`config.mk`:
```
export PLATFORM = sky130hd
export DESIGN_NAME = sram_queue_ctrl
export DESIGN_NICKNAME = d
export VERILOG_FILES = /design/src/rtl/sram_queue_pkg.sv /design/src/rtl/sram_queue_obuf.sv /design/src/rtl/sram_queue_ctrl.sv
export SDC_FILE = /design/constraint.sdc
export NUM_CORES = 2
export LEC_CHECK = 0
export CAP_MARGIN = 20
export CORE_AREA = 2 2 655 657
export CTS_CLUSTER_DIAMETER = 80
export DETAILED_ROUTE_END_ITERATION = 7
export DIE_AREA = 0 0 657 659
export PLACE_DENSITY_LB_ADDON = 0.05
export SKIP_LAST_GASP = 1
export SYNTH_ARGS = -nofsm -noshare
export SYNTH_HDL_FRONTEND = slang
export SYNTH_SLANG_ARGS = --single-unit
```
`constraint.sdc`:
```
create_clock -name clock -period 38.4 [get_ports clock]
set_input_delay 3.84 -clock clock [delete_from_list [all_inputs] [get_ports clock]]
set_output_delay 3.84 -clock clock [all_outputs]
set_load 0.03 [all_outputs]
```
`src/rtl/sram_queue_pkg.sv`:
```
// sram_queue_pkg: sizes, entry type and obuf pointer helper
// shared by the SRAM-backed queue controller and its output buffer.
package sram_queue_pkg;

    localparam int DEPTH    = 64;
    localparam int WIDTH    = 420;
    localparam int ADDR_W   = 6;
    localparam int OB_DEPTH = 3;
    localparam int CNT_W    = 7;
    localparam int MCNT_W   = ADDR_W + 1;
    localparam int OBC_W    = 2;

    typedef logic [WIDTH-1:0] entry_t;
    typedef logic [OBC_W-1:0] ob_ptr_t;

    function automatic ob_ptr_t ob_next(input ob_ptr_t p);
        return (p == ob_ptr_t'(OB_DEPTH - 1)) ? '0 : p + ob_ptr_t'(1);
    endfunction

endpackage

```
`src/rtl/sram_queue_obuf.sv`:
```
// sram_queue_obuf: 3-entry register FIFO holding entries already read
// from the array, so the consumer sees registered data at full rate.
module sram_queue_obuf
    import sram_queue_pkg::*;
(
    input  logic             clock,
    input  logic             reset,
    input  logic             push,
    input  logic [WIDTH-1:0] push_data,
    input  logic             pop,
    output logic [WIDTH-1:0] head_data,
    output logic [OBC_W-1:0] count
);

    entry_t  slot [OB_DEPTH];
    ob_ptr_t head;
    ob_ptr_t tail;

    assign head_data = slot[head];

    always_ff @(posedge clock) begin
        if (push) begin
            slot[tail] <= push_data;
        end
    end

    always_ff @(posedge clock) begin
        if (reset) begin
            head  <= '0;
            tail  <= '0;
            count <= '0;
        end else begin
            if (push) begin
                tail <= ob_next(tail);
            end
            if (pop) begin
                head <= ob_next(head);
            end
            case ({push, pop})
                2'b10:   count <= count + OBC_W'(1);
                2'b01:   count <= count - OBC_W'(1);
                default: count <= count;
            endcase
        end
    end

endmodule

```
`src/rtl/sram_queue_ctrl.sv`:
```
// sram_queue_ctrl: ready/valid FIFO over a 1R1W array (1-cycle read latency).
// Define SRAM_QUEUE_BYPASS_EN to let enqueues into an idle queue skip the array.
module sram_queue_ctrl
    import sram_queue_pkg::*;
(
    input  logic              clock,
    input  logic              reset,
    input  logic              io_enq_valid,
    output logic              io_enq_ready,
    input  logic [WIDTH-1:0]  io_enq_bits,
    output logic              io_deq_valid,
    input  logic              io_deq_ready,
    output logic [WIDTH-1:0]  io_deq_bits,
    output logic [CNT_W-1:0]  io_count,
    output logic [ADDR_W-1:0] mem_waddr,
    output logic              mem_wen,
    output logic [WIDTH-1:0]  mem_wdata,
    output logic [ADDR_W-1:0] mem_raddr,
    output logic              mem_ren,
    input  logic [WIDTH-1:0]  mem_rdata
);

    logic [ADDR_W-1:0] wptr;
    logic [ADDR_W-1:0] rptr;
    logic [MCNT_W-1:0] mem_cnt;
    logic              inflight;
    logic [OBC_W-1:0]  ob_cnt;
    logic [OBC_W:0]    ob_claimed;
    logic              enq_fire;
    logic              deq_fire;
    logic              bypass;
    logic              ob_push;
    logic [WIDTH-1:0]  ob_push_data;

    assign io_enq_ready = !reset && (mem_cnt != MCNT_W'(DEPTH));
    assign enq_fire     = io_enq_valid && io_enq_ready;

`ifdef SRAM_QUEUE_BYPASS_EN
    assign bypass = enq_fire && (mem_cnt == '0) && !inflight
                 && (ob_cnt != OBC_W'(OB_DEPTH));
`else
    assign bypass = 1'b0;
`endif

    assign mem_wen   = enq_fire && !bypass;
    assign mem_waddr = wptr;
    assign mem_wdata = io_enq_bits;

    // An outstanding read already owns an obuf slot when it lands.
    assign ob_claimed = {1'b0, ob_cnt} + {{OBC_W{1'b0}}, inflight};
    assign mem_ren    = !reset && (mem_cnt != '0)
                     && (ob_claimed < (OBC_W+1)'(OB_DEPTH));
    assign mem_raddr  = rptr;

    assign ob_push      = !reset && (inflight || bypass);
    assign ob_push_data = inflight ? mem_rdata : io_enq_bits;
    assign io_deq_valid = !reset && (ob_cnt != '0);
    assign deq_fire     = io_deq_valid && io_deq_ready;

    assign io_count = reset ? '0
                    : CNT_W'(mem_cnt) + CNT_W'(inflight) + CNT_W'(ob_cnt);

    always_ff @(posedge clock) begin
        if (reset) begin
            wptr     <= '0;
            rptr     <= '0;
            mem_cnt  <= '0;
            inflight <= 1'b0;
        end else begin
            if (mem_wen) begin
                wptr <= wptr + ADDR_W'(1);
            end
            if (mem_ren) begin
                rptr <= rptr + ADDR_W'(1);
            end
            inflight <= mem_ren;
            case ({mem_wen, mem_ren})
                2'b10:   mem_cnt <= mem_cnt + MCNT_W'(1);
                2'b01:   mem_cnt <= mem_cnt - MCNT_W'(1);
                default: mem_cnt <= mem_cnt;
            endcase
        end
    end

    sram_queue_obuf u_obuf (
        .clock     (clock),
        .reset     (reset),
        .push      (ob_push),
        .push_data (ob_push_data),
        .pop       (deq_fire),
        .head_data (io_deq_bits),
        .count     (ob_cnt)
    );

endmodule

```
After elaboration in Yosys (flattened, before gate mapping)
Memories as Yosys holds them, arrays and structs flattened. A register that Yosys moved wholly into a read port is not among the register bits. Index checks and enable logic that the tools add are counted.

Bits in writable memories: 1260. Memories kept: 1. Flip-flop bits (word level): 26.

Reduce and logical (&&, ||, !) cells: 12. $lt $le $gt $ge: 1. Muxes and demuxes: 10. Add/subtract/negate cells: 11. Equal/unequal tests: 7.

Memory list: u_obuf.slot (words 3, width 420, read ports 1, clocked after Yosys merged registers in 1, wr ports 1, RTL line sram_queue_obuf.sv:15) `entry_t slot [OB_DEPTH];`.

Operator list (number): 420-bit two-way mux (1); 7-bit case mux with 2 select lines (1); 6-bit by 1-bit adder with 6-bit output (second input constant) (2); 2-bit == test (second input constant) (4); 2-bit two-way mux (4); 7-bit by 1-bit adder with 7-bit output (1); 7-bit by 1-bit adder with 7-bit output (second input constant) (1); 7-bit by 2-bit adder with 7-bit output (1); 1-bit logical AND (7); 7-bit two-way mux (1); 7-bit inequality test (second input constant) (1); 7-bit nonzero test (1); 7-bit by 1-bit subtractor with 7-bit output (second input constant) (1); 2-bit by 1-bit adder with 2-bit output (second input constant) (3); 2-bit nonzero test (3); 2-bit by 1-bit == test with 1-bit output (second input constant) (2); 2-bit case mux with 2 select lines (1); 2-bit by 1-bit adder with 3-bit output (1); 3-bit by 2-bit less-than comparator with 1-bit output (second input constant) (1); 1-bit two-way mux (2); 2-bit by 1-bit subtractor with 2-bit output (second input constant) (1); 1-bit zero test (1).

Longest topological paths before layout
Depth after elaboration: 5. Mapped depth: 12.

Modules after synthesis
From an unflattened synthesis, not the netlist that was laid out.

Cells, all modules: 3739. Area, all modules: 56823.2 µm².

By module, submodules not included: sram_queue_obuf (cells each 2691, area each 47356.7 µm², instances 1); sram_queue_ctrl (cells each 1048, area each 9466.6 µm², instances 1).

Worst setup path before layout
OpenSTA, ideal clock, no wires.

Kind: input to register. Start point: in reset. End point: mem u_obuf.slot[1][0] (netlist bit) (enable). Data arrival time: 34.513 ns. Cell stages on the path: 4. Slack: 2.083 ns. Required time: 36.596 ns. Cells stage by stage: clkbuf_1 inv_1 nand2_1 nor3b_1.

Cells in the longest elaborated chain, start to end: 4.

RTL lines: start: declaration (RTL line sram_queue_ctrl.sv:7) `input logic reset,`; 1-bit zero test (RTL line sram_queue_ctrl.sv:55) `assign ob_push = !reset && (inflight || bypass);`; 1-bit logical AND (RTL line sram_queue_ctrl.sv:55); 1-bit two-way mux (RTL line sram_queue_obuf.sv:22) `if (push) begin`; 1-bit two-way mux (implied by the code) (RTL line sram_queue_obuf.sv:23) `slot[tail] <= push_data;`; end: declaration (RTL line sram_queue_obuf.sv:15).

Every way passes these cells.

Worst setup path after layout
Start point: in reset. End point: out mem_ren.

Cells in the longest elaborated chain, start to end: 3.

RTL lines: 1-bit zero test (RTL line sram_queue_ctrl.sv:51) `assign mem_ren = !reset && (mem_cnt != '0)`; 1-bit logical AND (RTL line sram_queue_ctrl.sv:51); 1-bit logical AND (RTL line sram_queue_ctrl.sv:52) `&& (ob_claimed < (OBC_W+1)'(OB_DEPTH));`; end: declaration (RTL line sram_queue_ctrl.sv:19) `output logic mem_ren,`.

Every way passes these cells.

==> impl_metrics.py <==
metrics = {
    "floorplan": {
        "ios": 1707,
        "initial_core_util_pct": 13.15,
        "core_region_area_mm2": 0.4258,
        "die_h_um": 659,
        "rows": 240,
        "dieArea_mm2": 0.4330,
        "die_w_um": 657,
    },
    "global_route": {
        "grt_pass1_wl_um": 352400,
        "grt_start_max_net_pins": 186,
        "grt_pass1_vias": 35690,
        "antenna_found_initial": 85,
        "grt.overflow.total": 0,
        "grtUsageTotal_pct": 12.11,
    },
    "route": {
        "wl_um": 274700,
        "drt_iter0_drc": 1483,
        "vias": 34840,
        "dr.pass1.iters": 7,
        "drc": 0,
        "antenna_left": 0,
        "viasPerCell": 3.195,
        "post_drt_wl_per_cell_um": 25.19,
    },
    "clock_tree": {
        "htreeDepth": 4,
        "cts_tree": "done",
        "post-cts-setup-buffers": 0,
        "clkTransAtPathRegs_ns": 0.05,
        "postCtsHoldBufs": 0,
        "clock-sinks": 1288,
        "cts_resized": 0,
        "clock_latency_ns": 0.84,
        "cts_made_buffers": 181,
        "cts_max_path_buffers": 4,
        "clockRootBuffer": "clkbuf_16",
    },
    "yosys": {
        "synth_cell_type_count": 50,
        "synth_edf_count": 1260,
        "yosysWarningCount": 0,
        "synth_nets": 4596,
        "synth_area_mm2": 0.05599,
        "ys_ff_latch": 1288,
        "synth_area_leaders": "edfxtp_1, mux2_2, mux2i_1, buf_4, o21ai_0",
        "yosysTopAreaCellShare_pct": 67.57,
        "postSynth.asyncResetShare_pct": 0,
        "ys_top_cells_by_count": "edfxtp_1, nand2_1, o21ai_0, mux2_2, mux2i_1",
        "synth_most_common_cell": "edfxtp_1",
        "seq_area_frac_synth_pct": 68.58,
        "avgSynthCellArea_um2": 14.98,
        "post-synth-top-area-cell": "edfxtp_1",
        "synth_ff_type": "edfxtp_1",
        "synthCells": 3737,
    },
    "placed_design": {
        "port_buffers": 1706,
        "gp_congestion": 0.7954,
        "hpwl_um": 207000,
    },
    "critical_path": {
        "crit_fanout": 36,
        "timing.rr.start": "inflight",
        "critPathCapture": "mem_ren",
        "critPathLaunch": "reset",
        "r2r_setup_slack_ns": 34.16,
        "cp.arrival_ns": 6.02,
        "rr_worst_depth": 5,
        "critPathKind": "in2out",
        "required_ns": 34.56,
        "r2r-end": "u_obuf.slot[1][120]",
        "endpoint_kind": "primary output",
        "cp-start-kind": "input pin",
    },
    "power_and_ir_drop": {
        "p_sw_share_pct": 34.23,
        "clock_power_share_pct": 31.7,
        "p_comb_share_pct": 31.6,
        "vdd_drop_max_mv": 0.03335,
        "cellLeakagePower_nw": 24.80,
        "seqPwrFrac_pct": 36.7,
        "p_switching_mw": 1.680,
        "power_mw": 4.909,
        "p_int_mw": 3.228,
        "power_density_mw_per_mm2": 59.68,
    },
    "sta": {
        "tightest_slew_ns": 1.143,
        "max_freq_ghz": 0.1015,
        "hold_viol_final": 0,
        "slew_violations": 0,
        "period_share_pct": 25.67,
        "fin_tns_setup_ns": 0,
        "rsz0062_at_grt": "no",
        "slew_headroom_pct": 23.83,
        "min_period_ns": 9.857,
        "setup_violations": 0,
        "fin_hold_ws_ns": 0.4857,
        "skew_ns": 0.04391,
    },
    "cells_and_area": {
        "multi_input_area_mm2": 0.01366,
        "syn_to_final_growth_pct": 46.89,
        "drive_above_1_share_pct": 13.88,
        "nNetsFinal": 5926,
        "fillers": 46000,
        "seq_area_mm2": 0.03841,
    },
    "run": {
        "cap_viol_max_count": 0,
    },
    "hold_path": {
        "worstHoldPathType": "reg2reg",
    },
    "run_status": {
        "status": "finished clean",
    },
}
-- final cells by class --
class / count / area share (%)
Antenna cell: 15 / 0.04564
Clock buffer: 226 / 5.750
Clock inverter: 92 / 0.8139
Inverter: 13 / 0.05933
Multi-Input combinational cell: 1822 / 16.61
Sequential cell: 1288 / 46.70
Tap cell: 5687 / 8.651
Timing Repair Buffer: 1761 / 21.37
-- per-layer routing --
| layer | part of all wire, % | vias to the layer above | global-route usage [%] |
|---|---|---|---|
| met5 | 0.13 | - | 0 |
| met4 | 2.7 | 56 | 3.179 |
| met3 | 8.7 | 378 | 4.788 |
| met2 | 53 | 1183 | 22.87 |
| met1 | 35 | 17000 | 12.25 |
| li1 | - | 16230 | - |
-- placed cells by master, fill, tap and decap left out, types with 12 or more instances in the layout --
master and n:
clkinv_1 46, clkinv_2 23, diode_2 15, clkdlybuf4s50_1 1706, clkbuf_16 182, ha_1 12
mux2i_1 422, clkbuf_1 43, buf_4 48, nand2_1 432, dfxtp_1 25, inv_1 12
mux2_2 423, edfxtp_1 1260, nor2_1 18, o21ai_0 426, a21oi_1 12
-- worst min path at each step --
stage | startpoint | to | slack [ns] | depth (start not counted)
finish | mem_waddr[5] | mem_waddr[5] | 0.49 | 2
global placement | mem_waddr[5] | mem_waddr[5] | 0.47 | 2
CTS | mem_waddr[5] | mem_waddr[5] | 0.49 | 2
global route | mem_waddr[5] | mem_waddr[5] | 0.51 | 2
detailed placement | mem_waddr[5] | mem_waddr[5] | 0.48 | 2
floorplan | u_obuf.head[1] | flip-flop | 0.47 | 1
-- worst max-delay path: stages --
cell and delay [ns]:
clkdlybuf4s50_1 0.39, buf_4 0.26, a211oi_1 0.37, o41ai_4 0.22, inv_2 0.15, clkdlybuf4s50_1 0.74
-- state kept, by name, indices dropped and copies added, names as in the netlist, named ones only --
signal,count
u_obuf.head,2
inflight,1
mem_raddr,6
u_obuf.tail,2
u_obuf.count,2
u_obuf.slot,1260
mem_cnt,7
mem_waddr,6
-- kinds of logic (layout without fill, tap and decap cells) --
| logic type | count (synthesis) | count (layout) | share of synthesized area, % |
|---|---|---|---|
| adder cells (fa/ha/maj) | 15 | 15 | 0.3754 |
| XOR/XNOR | 10 | 10 | 0.1564 |
| multiplexers | 845 | 845 | 16.05 |
| AO/OA/AOI/OAI | 460 | 460 | 4.266 |
| other | 0 | 15 | 0 |
| flip-flops | 1288 | 1288 | 68.58 |
| AND/OR/NAND/NOR | 492 | 492 | 3.526 |
| buffers and inverters | 627 | 2092 | 7.050 |
-- through the flow --
step / setup slack [ns] / instances / util, % / instance area, µm²
after floorplan: 2.083 / 3737 / - / 55990
after global placement: 28.51 / 10570 / 18.04 / 76810
final: 28.54 / 10900 / 19.32 / 82250
after global routing: 28.43 / 10890 / 19.31 / 82220
after detailed placement: 28.51 / 10570 / 18.04 / 76810
after CTS: 28.51 / 10890 / 19.31 / 82210
-- power by group through the flow --
stage	clock (mW)	sequential [mW]	combinational, mW
floorplan	0	1.93	0.833
global placement	0	1.83	1.62
detailed placement	0	1.83	1.62
CTS	1.64	1.81	1.63
global route	1.68	1.81	1.66
finish	1.56	1.80	1.55
Power figures use the tool's default switching activity.
